===== src/rtl/lc3b_mem_pkg.sv =====
// Shared types and encodings for the LC-3b memory data register / access sequencer.
package lc3b_mem_pkg;

    typedef enum logic [1:0] {
        IDLE   = 2'd0,
        ACCESS = 2'd1,
        DONE   = 2'd2
    } mem_state_t;

    localparam logic SIZE_BYTE = 1'b0;
    localparam logic SIZE_WORD = 1'b1;

    localparam logic RW_READ  = 1'b0;
    localparam logic RW_WRITE = 1'b1;

    localparam logic [1:0] WE_NONE = 2'b00;
    localparam logic [1:0] WE_LO   = 2'b01;
    localparam logic [1:0] WE_HI   = 2'b10;
    localparam logic [1:0] WE_BOTH = 2'b11;

    // Byte lane enables for an active access; reads never enable a lane.
    function automatic logic [1:0] we_decode(input logic dir, input logic size, input logic addr0);
        if (dir == RW_READ) begin
            return WE_NONE;
        end
        if (size == SIZE_WORD) begin
            return WE_BOTH;
        end
        return addr0 ? WE_HI : WE_LO;
    endfunction

endpackage


===== src/rtl/mdr_byte_sel.sv =====
// Byte select and sign extension of the MDR for the MDR bus gate and load-byte path.
module mdr_byte_sel
    import lc3b_mem_pkg::*;
(
    input  logic [15:0] mdr,
    input  logic        size,
    input  logic        addr0,
    output logic [15:0] mdr_out
);

    logic [7:0] sel_byte;

    always_comb begin
        sel_byte = addr0 ? mdr[15:8] : mdr[7:0];
        if (size == SIZE_WORD) begin
            mdr_out = mdr;
        end else begin
            mdr_out = {{8{sel_byte[7]}}, sel_byte};
        end
    end

endmodule


===== src/rtl/mem_mdr_unit.sv =====
// MDR ownership and memory read/write handshake; returns R to the control store.
//
// state  | meaning
// IDLE   | waiting for mio_en; ld_mdr honoured here only
// ACCESS | mem_en high, waiting for mem_ready or timeout
// DONE   | r high for one cycle, err qualifies it
module mem_mdr_unit
    import lc3b_mem_pkg::*;
#(
    parameter int TIMEOUT = 15
) (
    input  logic        clock,
    input  logic        reset_n,
    input  logic        mio_en,
    input  logic        r_w,
    input  logic        data_size,
    input  logic        ld_mdr,
    input  logic [15:0] mar,
    input  logic [15:0] bus_in,
    input  logic [15:0] mem_rdata,
    input  logic        mem_ready,
    output logic        mem_en,
    output logic [1:0]  mem_we,
    output logic [15:0] mem_addr,
    output logic [15:0] mem_wdata,
    output logic [15:0] mdr_out,
    output logic        r,
    output logic        err,
    output logic        busy
);

    localparam int CNT_W = (TIMEOUT > 0) ? $clog2(TIMEOUT + 1) : 1;
    localparam logic [CNT_W-1:0] CNT_LIMIT = CNT_W'(TIMEOUT);
    localparam bit TIMEOUT_EN = (TIMEOUT != 0);

    mem_state_t       state;
    logic [15:0]      mdr;
    logic [15:0]      addr;
    logic             size;
    logic             dir;
    logic [CNT_W-1:0] cnt;
    logic             err_q;

    always_ff @(posedge clock) begin
        if (!reset_n) begin
            state <= IDLE;
            mdr   <= 16'h0000;
            addr  <= 16'h0000;
            size  <= SIZE_BYTE;
            dir   <= RW_READ;
            cnt   <= '0;
            err_q <= 1'b0;
        end else begin
            case (state)
                IDLE: begin
                    if (ld_mdr) begin
                        mdr     <= (data_size == SIZE_WORD) ? bus_in : {bus_in[7:0], bus_in[7:0]};
                        size    <= data_size;
                        addr[0] <= mar[0];
                    end
                    if (mio_en) begin
                        addr <= mar;
                        size <= data_size;
                        dir  <= r_w;
                        cnt  <= '0;
                        // Unaligned word accesses never reach the memory array.
                        if (data_size == SIZE_WORD && mar[0]) begin
                            state <= DONE;
                            err_q <= 1'b1;
                        end else begin
                            state <= ACCESS;
                            err_q <= 1'b0;
                        end
                    end
                end
                ACCESS: begin
                    if (mem_ready) begin
                        if (dir == RW_READ) begin
                            mdr <= mem_rdata;
                        end
                        err_q <= 1'b0;
                        state <= DONE;
                    end else if (TIMEOUT_EN && cnt == CNT_LIMIT) begin
                        err_q <= 1'b1;
                        state <= DONE;
                    end else if (TIMEOUT_EN) begin
                        cnt <= cnt + CNT_W'(1);
                    end
                end
                DONE: begin
                    state <= IDLE;
                end
                default: begin
                    state <= IDLE;
                end
            endcase
        end
    end

    assign busy      = (state != IDLE);
    assign r         = (state == DONE);
    assign err       = r & err_q;
    assign mem_en    = (state == ACCESS);
    assign mem_we    = mem_en ? we_decode(dir, size, addr[0]) : WE_NONE;
    assign mem_addr  = {addr[15:1], 1'b0};
    assign mem_wdata = mdr;

    mdr_byte_sel u_byte_sel (
        .mdr     (mdr),
        .size    (size),
        .addr0   (addr[0]),
        .mdr_out (mdr_out)
    );

endmodule


===== config.mk =====
export PLATFORM = sky130hd
export DESIGN_NAME = mem_mdr_unit
export DESIGN_NICKNAME = d
export VERILOG_FILES = /design/src/rtl/lc3b_mem_pkg.sv /design/src/rtl/mdr_byte_sel.sv /design/src/rtl/mem_mdr_unit.sv
export SDC_FILE = /design/constraint.sdc
export NUM_CORES = 1
export LEC_CHECK = 0
export BUFFER_PORTS_ARGS = -buffer_cell sky130_fd_sc_hd__buf_2
export CAP_MARGIN = 20
export CORE_MARGIN = 2
export CORE_UTILIZATION = 42
export CTS_BUF_LIST = sky130_fd_sc_hd__clkbuf_16
export CTS_CLUSTER_SIZE = 30
export DETAILED_ROUTE_END_ITERATION = 8
export GPL_TIMING_DRIVEN = 0
export MAX_ROUTING_LAYER = met4
export PLACE_DENSITY = 0.86
export REMOVE_ABC_BUFFERS = 1
export SLEW_MARGIN = 20
export SYNTH_ARGS = -nofsm -noshare
export SYNTH_HDL_FRONTEND = slang
export SYNTH_HIERARCHICAL = 1
export SYNTH_SLANG_ARGS = --single-unit

===== constraint.sdc =====
create_clock -name clock -period 1.5 [get_ports clock]
set_input_delay 0.15 -clock clock [delete_from_list [all_inputs] [get_ports clock]]
set_output_delay 0.15 -clock clock [all_outputs]
set_load 0.1 [all_outputs]

=== Yosys cells after proc, flatten, opt, wreduce, memory -nomap -nowiden ===
Index checks and enable logic that the tools add are counted.

* Bits in registers: 41
* Word-level logic and storage cells: 64

* Reduce and logical (&&, ||, !) cells: 11
* Bitwise operators: 1
* Add/sub/neg operators: 1
* Equal/unequal tests: 10
* Mux-type cells: 33

{| class="wikitable"
|+ Operators by type and width
! cell !! number
|-
| 16-bit two-way mux || 5
|-
| 16-bit case mux with 2 select lines || 1
|-
| 2-bit two-way mux || 10
|-
| 4-bit two-way mux || 3
|-
| 2-bit != test (second input constant) || 6
|-
| 1-bit two-way mux || 10
|-
| 8-bit two-way mux || 1
|-
| 4-bit case mux with 2 select lines || 1
|-
| 4-bit AND reduction || 2
|-
| 2-bit AND reduction || 3
|-
| 2-bit nonzero test || 3
|-
| 4-bit by 1-bit adder with 4-bit output (second input constant) || 1
|-
| 4-bit equality test (second input constant) || 1
|-
| 2-bit case mux with 2 select lines || 1
|-
| 3-bit by 2-bit != test with 1-bit output (second input constant) || 1
|-
| 3-bit AND reduction || 1
|-
| 2-bit by 1-bit equality test with 1-bit output (second input constant) || 1
|-
| 2-bit equality test (second input constant) || 1
|-
| 2-bit zero test || 1
|-
| 1-bit case mux with 2 select lines || 1
|-
| 1-bit bitwise AND || 1
|-
| 1-bit logical AND || 1
|}

=== Depth between registers and ports, before layout ===
Gate-level depths: netlist of run 1.

* Depth after elaboration: 5
* Mapped depth: 7
* Mapped depth without buffers: 4

=== Modules after synthesis ===
Netlist of run 1, hierarchy kept.

{| class="wikitable"
|+ By module, submodules not included
! module !! instances !! sequential area each (um^2) !! area each (um^2) !! cells each
|-
| mem_mdr_unit || 1 || 820.8 || 2083.2 || 254
|-
| mdr_byte_sel || 1 || 0.0 || 277.8 || 28
|}

=== Least setup slack after synthesis of run 1 ===
No wires, ideal clock.

* Kind: register to output
* Start: reg mdr[15], in the netlist mem_wdata[15]
* End: out mdr_out[10]
* Cell stages (with the launch flop): 3
* Path slack: -1.547 ns
* Arrival: 2.897 ns
* Data required time: 1.350 ns
* Buffers on the path: 0
* Path through: dfxtp_1 > mux2i_1 > mux2i_1

* Longest elaborated chain between the ends: 2

{| class="wikitable"
|+ RTL lines
! item !! line !! source
|-
| start, declared || mem_mdr_unit.sv:37 || <nowiki>logic [15:0] mdr;</nowiki>
|-
| start signal, assigned || mem_mdr_unit.sv:57 || <nowiki>mdr <= (data_size == SIZE_WORD) ? bus_in : {bus_in[7:0], bus_in[7:0]};</nowiki>
|-
| start signal, assigned || mem_mdr_unit.sv:79 || <nowiki>mdr <= mem_rdata;</nowiki>
|-
| 8-bit two-way mux || mdr_byte_sel.sv:14 || <nowiki>sel_byte = addr0 ? mdr[15:8] : mdr[7:0];</nowiki>
|-
| 16-bit two-way mux || mdr_byte_sel.sv:15 || <nowiki>if (size == SIZE_WORD) begin</nowiki>
|-
| end, declared || mem_mdr_unit.sv:26 || <nowiki>output logic [15:0] mdr_out,</nowiki>
|}

No other way between the ends.

=== Final worst setup path of run 1 ===
* Start: reg addr[0]
* End: out mdr_out[8]

* Longest elaborated chain between the ends: 2

{| class="wikitable"
|+ RTL lines
! item !! line !! source
|-
| start, declared || mem_mdr_unit.sv:38 || <nowiki>logic [15:0] addr;</nowiki>
|-
| start signal, assigned || mem_mdr_unit.sv:59 || <nowiki>addr[0] <= mar[0];</nowiki>
|-
| start signal, assigned || mem_mdr_unit.sv:62 || <nowiki>addr <= mar;</nowiki>
|-
| 8-bit two-way mux || mdr_byte_sel.sv:14 ||
|-
| 16-bit two-way mux || mdr_byte_sel.sv:15 ||
|}

No other way between the ends.

==> results of run 1 <==
[worst paths after layout]
check                    end  slack (ns)
setup / recovery  mdr_out[8]       -0.07
setup reg to reg      cnt[3]        0.01
hold / removal       addr[5]         0.1
hold reg to reg      addr[2]        0.45
[cell type report]
| type | instances | area share |
|---|---|---|
| clock inverter | 3 | 0.00362 |
| timing repair inverter | 1 | 0.00217 |
| inverter | 12 | 0.0141 |
| clock buffer | 5 | 0.0362 |
| multi-input combinational | 192 | 0.390 |
| tap | 72 | 0.0260 |
| sequential | 41 | 0.242 |
| timing repair buffer | 131 | 0.286 |
[logic make-up after synthesis]
kind of cell             count (synthesis)
flip-flops                              41
other                                    1
adder cells (fa/ha/maj)                  1
multiplexers                            19
AO/OA/AOI/OAI                           60
AND/OR/NAND/NOR                        110
buffers and inverters                   50
[routing by layer]
| layer | vias to the layer above | wire length [microns] | track usage |
|---|---|---|---|
| li1 | 1162 | - | - |
| met1 | 1170 | 3090 | 0.293 |
| met2 | 85 | 3850 | 0.406 |
| met3 | 11 | 394 | 0.0307 |
| met4 | 0 | 106 | 0.0845 |
| met5 | - | 0 | - |
[report_power, final]
part           total, mW  internal [mW]  switching, mW  leakage, nW
clock network       1.03          0.602          0.429       0.0687
registers           1.27           1.18         0.0902        0.340
logic               2.14          0.606           1.53         1.15
total               4.44           2.39           2.05         1.56
[worst max-delay path, stage by stage, from the launching register on]
cell and delay [ns]:
dfxtp_4 0.40, mux2i_4 0.38, mux2i_1 0.15, buf_6 0.21
[cells in the final DEF, fill, tap and decap left out, types with 4 or more instances in the layout]
cell and count:
buf_2 85, nand2_1 58, dfxtp_1 37, a21oi_1 21, buf_4 20, buf_12 14
nor2_1 13, buf_6 12, inv_1 11, nor3_1 10, mux2i_1 9, mux2_4 9
nor2b_1 8, o32ai_1 8, a211oi_1 5, a311oi_1 5, clkbuf_16 5, dfxtp_4 4
[synthesized netlist by cell type (8+ instances only)]
cell	instances
dfxtp_1	41
buf_4	17
a211oi_1	8
o32ai_1	8
a21oi_1	23
nand2_1	59
nor2_1	15
mux2_4	8
inv_1	12
mux2i_1	10
nor2b_1	9
nor3_1	10
[what timing repair did]
item / 4_1_cts / 5_1_grt
setup buffers: 15 / 9
hold endpoints to repair: 0 / 0
setup endpoints to repair: 61 / 53
gates cloned: 2 / 0
gates resized for setup: 88 / 25
pin swaps: 3 / 11
[stage by stage]
step | hold WS, ns | setup TNS [ns]
CTS | 0.0963 | -1.12
global placement | 0.390 | -27.68
detailed placement | 0.396 | -29.72
global route | 0.113 | -2.14
floorplan | 0.268 | -36.09
finish | 0.0973 | -1.03
[flip-flops by register name (all words and copies together) (netlist names)]
signal     flops
err_q          1
size           1
state          2
cnt            4
addr          16
dir            1
mem_wdata     16
==> results.sh, run 1 <==
export IMPL_drv_slew=0
export IMPL_syn_inst=282
export IMPL_dieHeight_microns=79.0
export IMPL_dp_hpwl_microns=4400
export IMPL_dp_cells=423
export IMPL_yosys_area_share_adder=0.00530
export IMPL_synth_top_family_by_area="simple AND/OR/NAND/NOR gates"
export IMPL_yosys_area_share_xor_xnor=0
export IMPL_fmax_ghz=0.636
export IMPL_status="finished with violations"
export IMPL_startpoint="addr[0]"
export IMPL_nNetsFinal=440
export IMPL_numCtsBuffers=5
export IMPL_arrival_ns=1.42
export IMPL_r2r_start="state[1]"
export IMPL_p_per_area_nw_per_um2=1280
export IMPL_syn_area_per_cell_sq_um=8.37
export IMPL_period_share=1.05
export IMPL_final_area_sq_um=3460
export IMPL_grt_pass1_wl_microns=11400
export IMPL_wl_per_cell_microns=16.3
export IMPL_synth_compound_area_frac=0.184
export IMPL_end_kind="output port"
export IMPL_root_buffer="clkbuf_16"
export IMPL_n_fill_cell=464
export IMPL_p_leak_nw=1.56
export IMPL_cp_data_required_time_ns=1.35
export IMPL_setup_ws_ns=-0.0722
export IMPL_critical_path_startpoint_type="register"
export IMPL_ys_seq_area_frac=0.348
export IMPL_antenna_cells=0
export IMPL_syn_area_sq_um=2360
export IMPL_multi_input_area_sq_um=1350
export IMPL_yosysWarningCount=6
export IMPL_post_place_ws_ns=-1.25
export IMPL_design_die_area_sq_um=6240
export IMPL_routed_wl_microns=7440
export IMPL_worstSetupPathType="reg -> out"
export IMPL_overflow=0
export IMPL_cts_max_level=2
export IMPL_gp_congestion=0.753
export IMPL_period_minus_slack_ns=1.57
export IMPL_chipWidth_microns=79.0
export IMPL_cts_hold_fix_buffers=0
export IMPL_ys_flop_type="dfxtp_1"
export IMPL_violations="negative setup slack"
export IMPL_worst_slew_pin_slew_ns=1.07
export IMPL_cts_buffer_depth=2
export IMPL_firstDrtPassIters=4
export IMPL_finalHoldViolations=0
export IMPL_antenna_found_initial=0
export IMPL_area_growth_pct=46.5
export IMPL_min_path_type="in -> reg"
export IMPL_drc=0
export IMPL_power_mw=4.44
export IMPL_vias=2428
export IMPL_clk_insertion_delay_late_ns=0.28
export IMPL_viasPerCell=5.31
export IMPL_cts_tree="built"
export IMPL_ir_worst_vdd_v=0.000621
export IMPL_ys_ff_latch=41
export IMPL_drv_cap=0
export IMPL_async_flop_share=0
export IMPL_port_buffers=107
export IMPL_yosys_cell_types_count=46
export IMPL_cp_max_fo=7
export IMPL_synth_top_area_share=0.348
export IMPL_grt_pass1_vias=2345
export IMPL_setup_viol=17
export IMPL_coreArea_sq_um=5470
export IMPL_rsz0062_at_grt="true"
export IMPL_stdcell_count=457
export IMPL_clkTransAtPathRegs_ns=0.06
export IMPL_start_util=0.431
export IMPL_dpl_instance_area_sq_um=2720
export IMPL_grt_use_total=0.239
export IMPL_drive_gt1_frac=0.460
export IMPL_ios=109
export IMPL_fin_skew_ns=0.00583
export IMPL_hold_start="mar[5]"
export IMPL_clock_sinks=41
export IMPL_regArea_sq_um=836
export IMPL_synth_area_leaders="dfxtp_1 35%, nand2_1 9.4%, buf_4 5.4%"
export IMPL_grt_max_degree=30
export IMPL_synth_edf_count=0
export IMPL_yosys_area_top_type="dfxtp_1"
export IMPL_hold_depth=3
export IMPL_yosys_area_share_simple=0.229
export IMPL_synth_mux_area_frac=0.0980
export IMPL_worst_r2r_path_depth=6
export IMPL_drt_initial_drc_count=190
export IMPL_rows=27
export IMPL_relSlewSlack=0.285
export IMPL_postLayoutCoreUtil=0.632
export IMPL_ant_nets=0
(Power assumes the default switching activity.)
==> inputs of run 2 (changes only) <==
CELL_PAD_IN_SITES_DETAIL_PLACEMENT = 2   (was default)
CELL_PAD_IN_SITES_GLOBAL_PLACEMENT = 2   (was default)
CORE_UTILIZATION = 23   (was 42)
==> results.sh, run 2 (synthesis results as in run 1) <==
export IMPL_status="finished with violations"
export IMPL_violations="negative setup slack"
export IMPL_cts_max_level=2
export IMPL_whs_ns=0.107
export IMPL_p_per_area_nw_per_um2=1240
export IMPL_grt_pass1_vias=2769
export IMPL_gp_congestion=0.762
export IMPL_clk_insertion_delay_late_ns=0.28
export IMPL_final_cell_mix="85 x buf_2, 58 x nand2_1, 36 x dfxtp_1"
export IMPL_antenna_cells=0
export IMPL_arrival_ns=1.47
export IMPL_hold_depth=3
export IMPL_drv_slew=0
export IMPL_drc=0
export IMPL_critical_path_top_delay_family="multiplexers"
export IMPL_crit_chain="mux2i_4 -> mux2i_1 -> buf_6"
export IMPL_viasPerCell=4.86
export IMPL_p_leak_nw=1.65
export IMPL_routed_wl_microns=11500
export IMPL_period_share=1.08
export IMPL_ios=109
export IMPL_fmax_ghz=0.617
export IMPL_hold_path_end="addr[14]"
export IMPL_firstDrtPassIters=4
export IMPL_worst_slew_pin_slew_ns=0.586
export IMPL_chipWidth_microns=105
export IMPL_finalSetupTns_ns=-1.83
export IMPL_cp_data_required_time_ns=1.35
export IMPL_stdcell_count=530
export IMPL_ant_nets=0
export IMPL_start_util=0.239
export IMPL_r2r_start="state[1]"
export IMPL_vias=2578
export IMPL_slowest_delay_ns=0.40
export IMPL_design_die_area_sq_um=11100
export IMPL_root_buffer="clkbuf_16"
export IMPL_fin_skew_ns=0.00723
export IMPL_grt_use_total=0.184
export IMPL_swShare=0.472
export IMPL_hold_start="mar[14]"
export IMPL_worst_r2r_path_depth=6
export IMPL_dp_hpwl_microns=6050
export IMPL_rows=36
export IMPL_timing_rr_end="mem_wdata[11]"
export IMPL_pwr_share_seq=0.274
export IMPL_cts_buffer_depth=2
export IMPL_end_kind="output port"
export IMPL_overflow=0
export IMPL_drv_cap=0
export IMPL_ir_worst_vdd_v=0.000507
export IMPL_dp_cells=484
export IMPL_critPathSlowestCell="mux2i_4"
export IMPL_period_minus_slack_ns=1.62
export IMPL_drive_gt1_frac=0.511
export IMPL_coreArea_sq_um=9860
export IMPL_area_growth_pct=60.3
export IMPL_critical_path_startpoint_type="register"
export IMPL_grt_pass1_wl_microns=15500
export IMPL_power_switching_mw=2.21
export IMPL_finalHoldViolations=0
export IMPL_drt_initial_drc_count=100
export IMPL_nNetsFinal=452
export IMPL_port_buffers=107
export IMPL_reg2reg_slack_ns=-0.04
export IMPL_cp_max_fo=7
export IMPL_dieHeight_microns=105
export IMPL_min_path_type="in -> reg"
export IMPL_rsz0062_at_grt="true"
export IMPL_clock_sinks=41
export IMPL_internal_power_mw=2.47
export IMPL_layout_commonest_cell="buf_2"
export IMPL_relSlewSlack=0.607
export IMPL_numCtsBuffers=5
export IMPL_clkTransAtPathRegs_ns=0.06
export IMPL_p_clk_frac=0.227
export IMPL_cts_tree="built"
export IMPL_postLayoutCoreUtil=0.384
export IMPL_worstSetupPathType="reg -> out"
export IMPL_grt_max_degree=21
export IMPL_setup_ws_ns=-0.121
export IMPL_antenna_found_initial=0
export IMPL_wl_per_cell_microns=21.7
export IMPL_path_buf_inv=1
export IMPL_combPwrFrac=0.500
export IMPL_setup_viol=26
[run 2: changes by cell type in the layout (fill, tap and decap cells not counted), sizes merged]
cell	change
clkinvlp	+2
or2	+1
clkinv	-1
buf	+10
[run 2: layout make-up]
type	count	area (sq um)
Clock inverter	3	13.8
Tap cell	133	166
Timing Repair inverter	2	12.5
Timing Repair Buffer	141	1120
Sequential cell	41	837
Fill cell	1057	6080
Inverter	12	52.6
Multi-Input combinational cell	193	1460
Clock buffer	5	125
[run 2: worst min-delay path: cells and delay by family]
family | cells | cell delay, ns
buffers and inverters | 1 | 0.10
AND/OR/NAND/NOR | 1 | 0.05
AO/OA/AOI/OAI | 1 | 0.05
[run 2: power groups by stage]
stage	registers [mW]	clock network [mW]	logic (mW)
2_1_floorplan	1.82	0	0.916
3_3_place_gp	1.29	0	1.78
3_5_place_dp	1.30	0	1.81
4_1_cts	1.28	1.06	2.10
5_1_grt	1.29	1.13	2.41
6_report	1.28	1.06	2.34
[run 2: worst max-delay path by stage]
stage                             from           to  cells after the start
after floorplan               state[0]    mem_we[0]                      4
after global placement        state[0]    mem_we[0]                      5
after detailed placement      state[0]    mem_we[0]                      5
after CTS                     state[1]    mem_we[0]                      5
after global routing      mem_wdata[7]  mdr_out[10]                      3
final                          addr[0]  mdr_out[13]                      3
[run 2: per-stage QoR]
| stage | setup WS (ns) | cell area (sq um) | total power, mW |
|---|---|---|---|
| floorplan | -2.19 | 2090 | 2.74 |
| global placement | -1.35 | 2790 | 3.07 |
| detailed placement | -1.43 | 2790 | 3.11 |
| CTS | -0.143 | 3390 | 4.44 |
| global route | -0.165 | 3780 | 4.83 |
| finish | -0.121 | 3780 | 4.68 |
[run 2: routing by layer]
| metal | wire (microns) | track usage | part of all wire | vias up |
|---|---|---|---|---|
| met3 | 489 | 0.0266 | 0.042 | 25 |
| met2 | 6260 | 0.339 | 0.54 | 83 |
| met4 | 361 | 0.0581 | 0.031 | 0 |
| li1 | - | - | - | 1184 |
| met5 | 0 | - | 0 | - |
| met1 | 4410 | 0.202 | 0.38 | 1286 |
[run 2: what timing repair did]
item | in CTS | in global routing
hold buffers | 0 | 0
hold endpoints to repair | 0 | 0
setup buffers | 18 | 16
pin swaps | 3 | 25
setup endpoints to repair | 61 | 42
gates resized for setup | 86 | 47
gates cloned | 3 | 1
==> inputs of run 3 (changes only) <==
clock period = 1.3 ns   (was 1.5 ns; I/O delays follow)
==> results.sh, run 3 (synthesis results as in run 1) <==
export IMPL_status="finished with violations"
export IMPL_violations="negative setup slack"
export IMPL_antenna_found_initial=0
export IMPL_dieHeight_microns=105
export IMPL_top_layer="met4"
export IMPL_end_kind="output port"
export IMPL_setup_ws_ns=-0.319
export IMPL_cts_max_level=2
export IMPL_worst_r2r_path_depth=6
export IMPL_chipWidth_microns=105
export IMPL_relSlewSlack=0.646
export IMPL_wl_met2_microns=7180
export IMPL_multi_input_area_sq_um=1710
export IMPL_clk_insertion_delay_late_ns=0.30
export IMPL_start_util=0.239
export IMPL_overflow=0
export IMPL_drive_gt1_frac=0.665
export IMPL_design_die_area_sq_um=11100
export IMPL_dp_hpwl_microns=6050
export IMPL_period_share=1.25
export IMPL_clock_sinks=41
export IMPL_drv_slew=0
export IMPL_n_fill_cell=1007
export IMPL_final_cell_mix="77 x buf_2, 35 x nand2_1, 33 x dfxtp_1"
export IMPL_layout_commonest_cell="buf_2"
export IMPL_grt_max_degree=21
export IMPL_numCtsBuffers=5
export IMPL_critical_path_startpoint_type="register"
export IMPL_fin_skew_ns=0.0116
export IMPL_r2r_start="state[1]"
export IMPL_arrival_ns=1.49
export IMPL_drv_cap=0
export IMPL_ios=109
export IMPL_regArea_sq_um=843
export IMPL_cp_max_fo=8
export IMPL_p_per_area_nw_per_um2=1340
export IMPL_cp_data_required_time_ns=1.17
export IMPL_worstSetupPathType="reg -> out"
export IMPL_met3WireLength_microns=510
export IMPL_postLayoutCoreUtil=0.438
export IMPL_wl_per_cell_microns=25.4
export IMPL_cts_buffer_depth=2
export IMPL_fmax_ghz=0.618
export IMPL_min_path_type="in -> reg"
export IMPL_routed_wl_microns=14000
export IMPL_reg2reg_slack_ns=-0.31
export IMPL_grt_use_total=0.220
export IMPL_p_leak_nw=1.87
export IMPL_rows=36
export IMPL_ant_nets=0
export IMPL_antenna_cells=0
export IMPL_crit_path_end="mdr_out[5]"
export IMPL_ir_worst_vdd_v=0.000544
export IMPL_whs_ns=0.0840
export IMPL_port_buffers=107
export IMPL_grt_pass1_vias=3090
export IMPL_gp_congestion=0.762
export IMPL_drc=0
export IMPL_worst_slew_pin_slew_ns=0.531
export IMPL_rsz0062_at_grt="true"
export IMPL_startpoint="size"
export IMPL_power_mw=5.78
export IMPL_firstDrtPassIters=4
export IMPL_coreArea_sq_um=9860
export IMPL_cts_tree="built"
export IMPL_setup_viol=63
export IMPL_final_area_sq_um=4320
export IMPL_clkTransAtPathRegs_ns=0.07
export IMPL_finalHoldViolations=0
export IMPL_grt_pass1_wl_microns=18200
export IMPL_dpl_instance_area_sq_um=2790
export IMPL_m1WireLength_microns=5750
export IMPL_nNetsFinal=473
export IMPL_period_minus_slack_ns=1.62
export IMPL_viasPerCell=5.05
export IMPL_drt_initial_drc_count=105
export IMPL_vias=2783
export IMPL_timing_rr_end="mem_wdata[11]"
export IMPL_root_buffer="clkbuf_16"
export IMPL_area_growth_pct=82.9
-- run 3: changes by cell type in the layout (fill, tap and decap cells not counted), sizes merged --
cell,before,now
buf,141,155
clkbuf,5,12
-- run 3: final cells by class --
class,instances,area share
multi-input combinational,193,0.397
timing repair buffer,162,0.322
sequential,41,0.195
tap,133,0.0385
clock buffer,5,0.0290
inverter,12,0.0122
timing repair inverter,2,0.00348
clock inverter,3,0.00319
-- run 3: metrics by stage --
step | cells | setup WS [ns] | TNS (ns)
3_3_place_gp | 484 | -1.53 | -43.24
6_report | 551 | -0.319 | -11.87
5_1_grt | 551 | -0.372 | -14.28
3_5_place_dp | 484 | -1.61 | -46.61
2_1_floorplan | 244 | -2.37 | -45.25
4_1_cts | 535 | -0.264 | -6.72
-- run 3: what timing repair did --
| action | in CTS | in global routing |
|---|---|---|
| resized for setup | 145 | 95 |
| pin swaps | 27 | 40 |
| endpoints found under the setup margin | 61 | 68 |
| hold buffers | 0 | 0 |
| cloned | 4 | 2 |
| buffers inserted | 39 | 14 |
-- run 3: worst max-delay path, stage by stage (launching register included) --
cell	delay (ns)
dfxtp_4	0.40
nand2b_4	0.26
mux2_4	0.35
buf_12	0.17
-- run 3: how the worst min path moves through the flow --
stage / slack, ns / startpoint / depth (start not counted) / end
global placement: 0.37 / mar[1] / 3 / addr[1]
global route: 0.09 / mar[10] / 3 / addr[10]
CTS: 0.08 / mar[9] / 3 / addr[9]
finish: 0.08 / mar[7] / 3 / addr[7]
detailed placement: 0.38 / mar[11] / 3 / addr[11]
floorplan: 0.25 / reset_n / 1 / state[0]
-- run 3: where the power goes --
| part | total (mW) | switching, mW | leakage (nW) | internal, mW |
|---|---|---|---|---|
| combinational | 3.00 | 2.06 | 1.46 | 0.941 |
| clock | 1.27 | 0.573 | 0.0748 | 0.700 |
| sequential | 1.51 | 0.145 | 0.342 | 1.36 |
| total | 5.78 | 2.78 | 1.87 | 3.00 |
-- run 3: metal layers --
metal / global-route usage / up-vias
met5: - / -
met2: 0.406 / 101
met4: 0.0838 / 0
met3: 0.0402 / 42
met1: 0.230 / 1403
li1: - / 1237
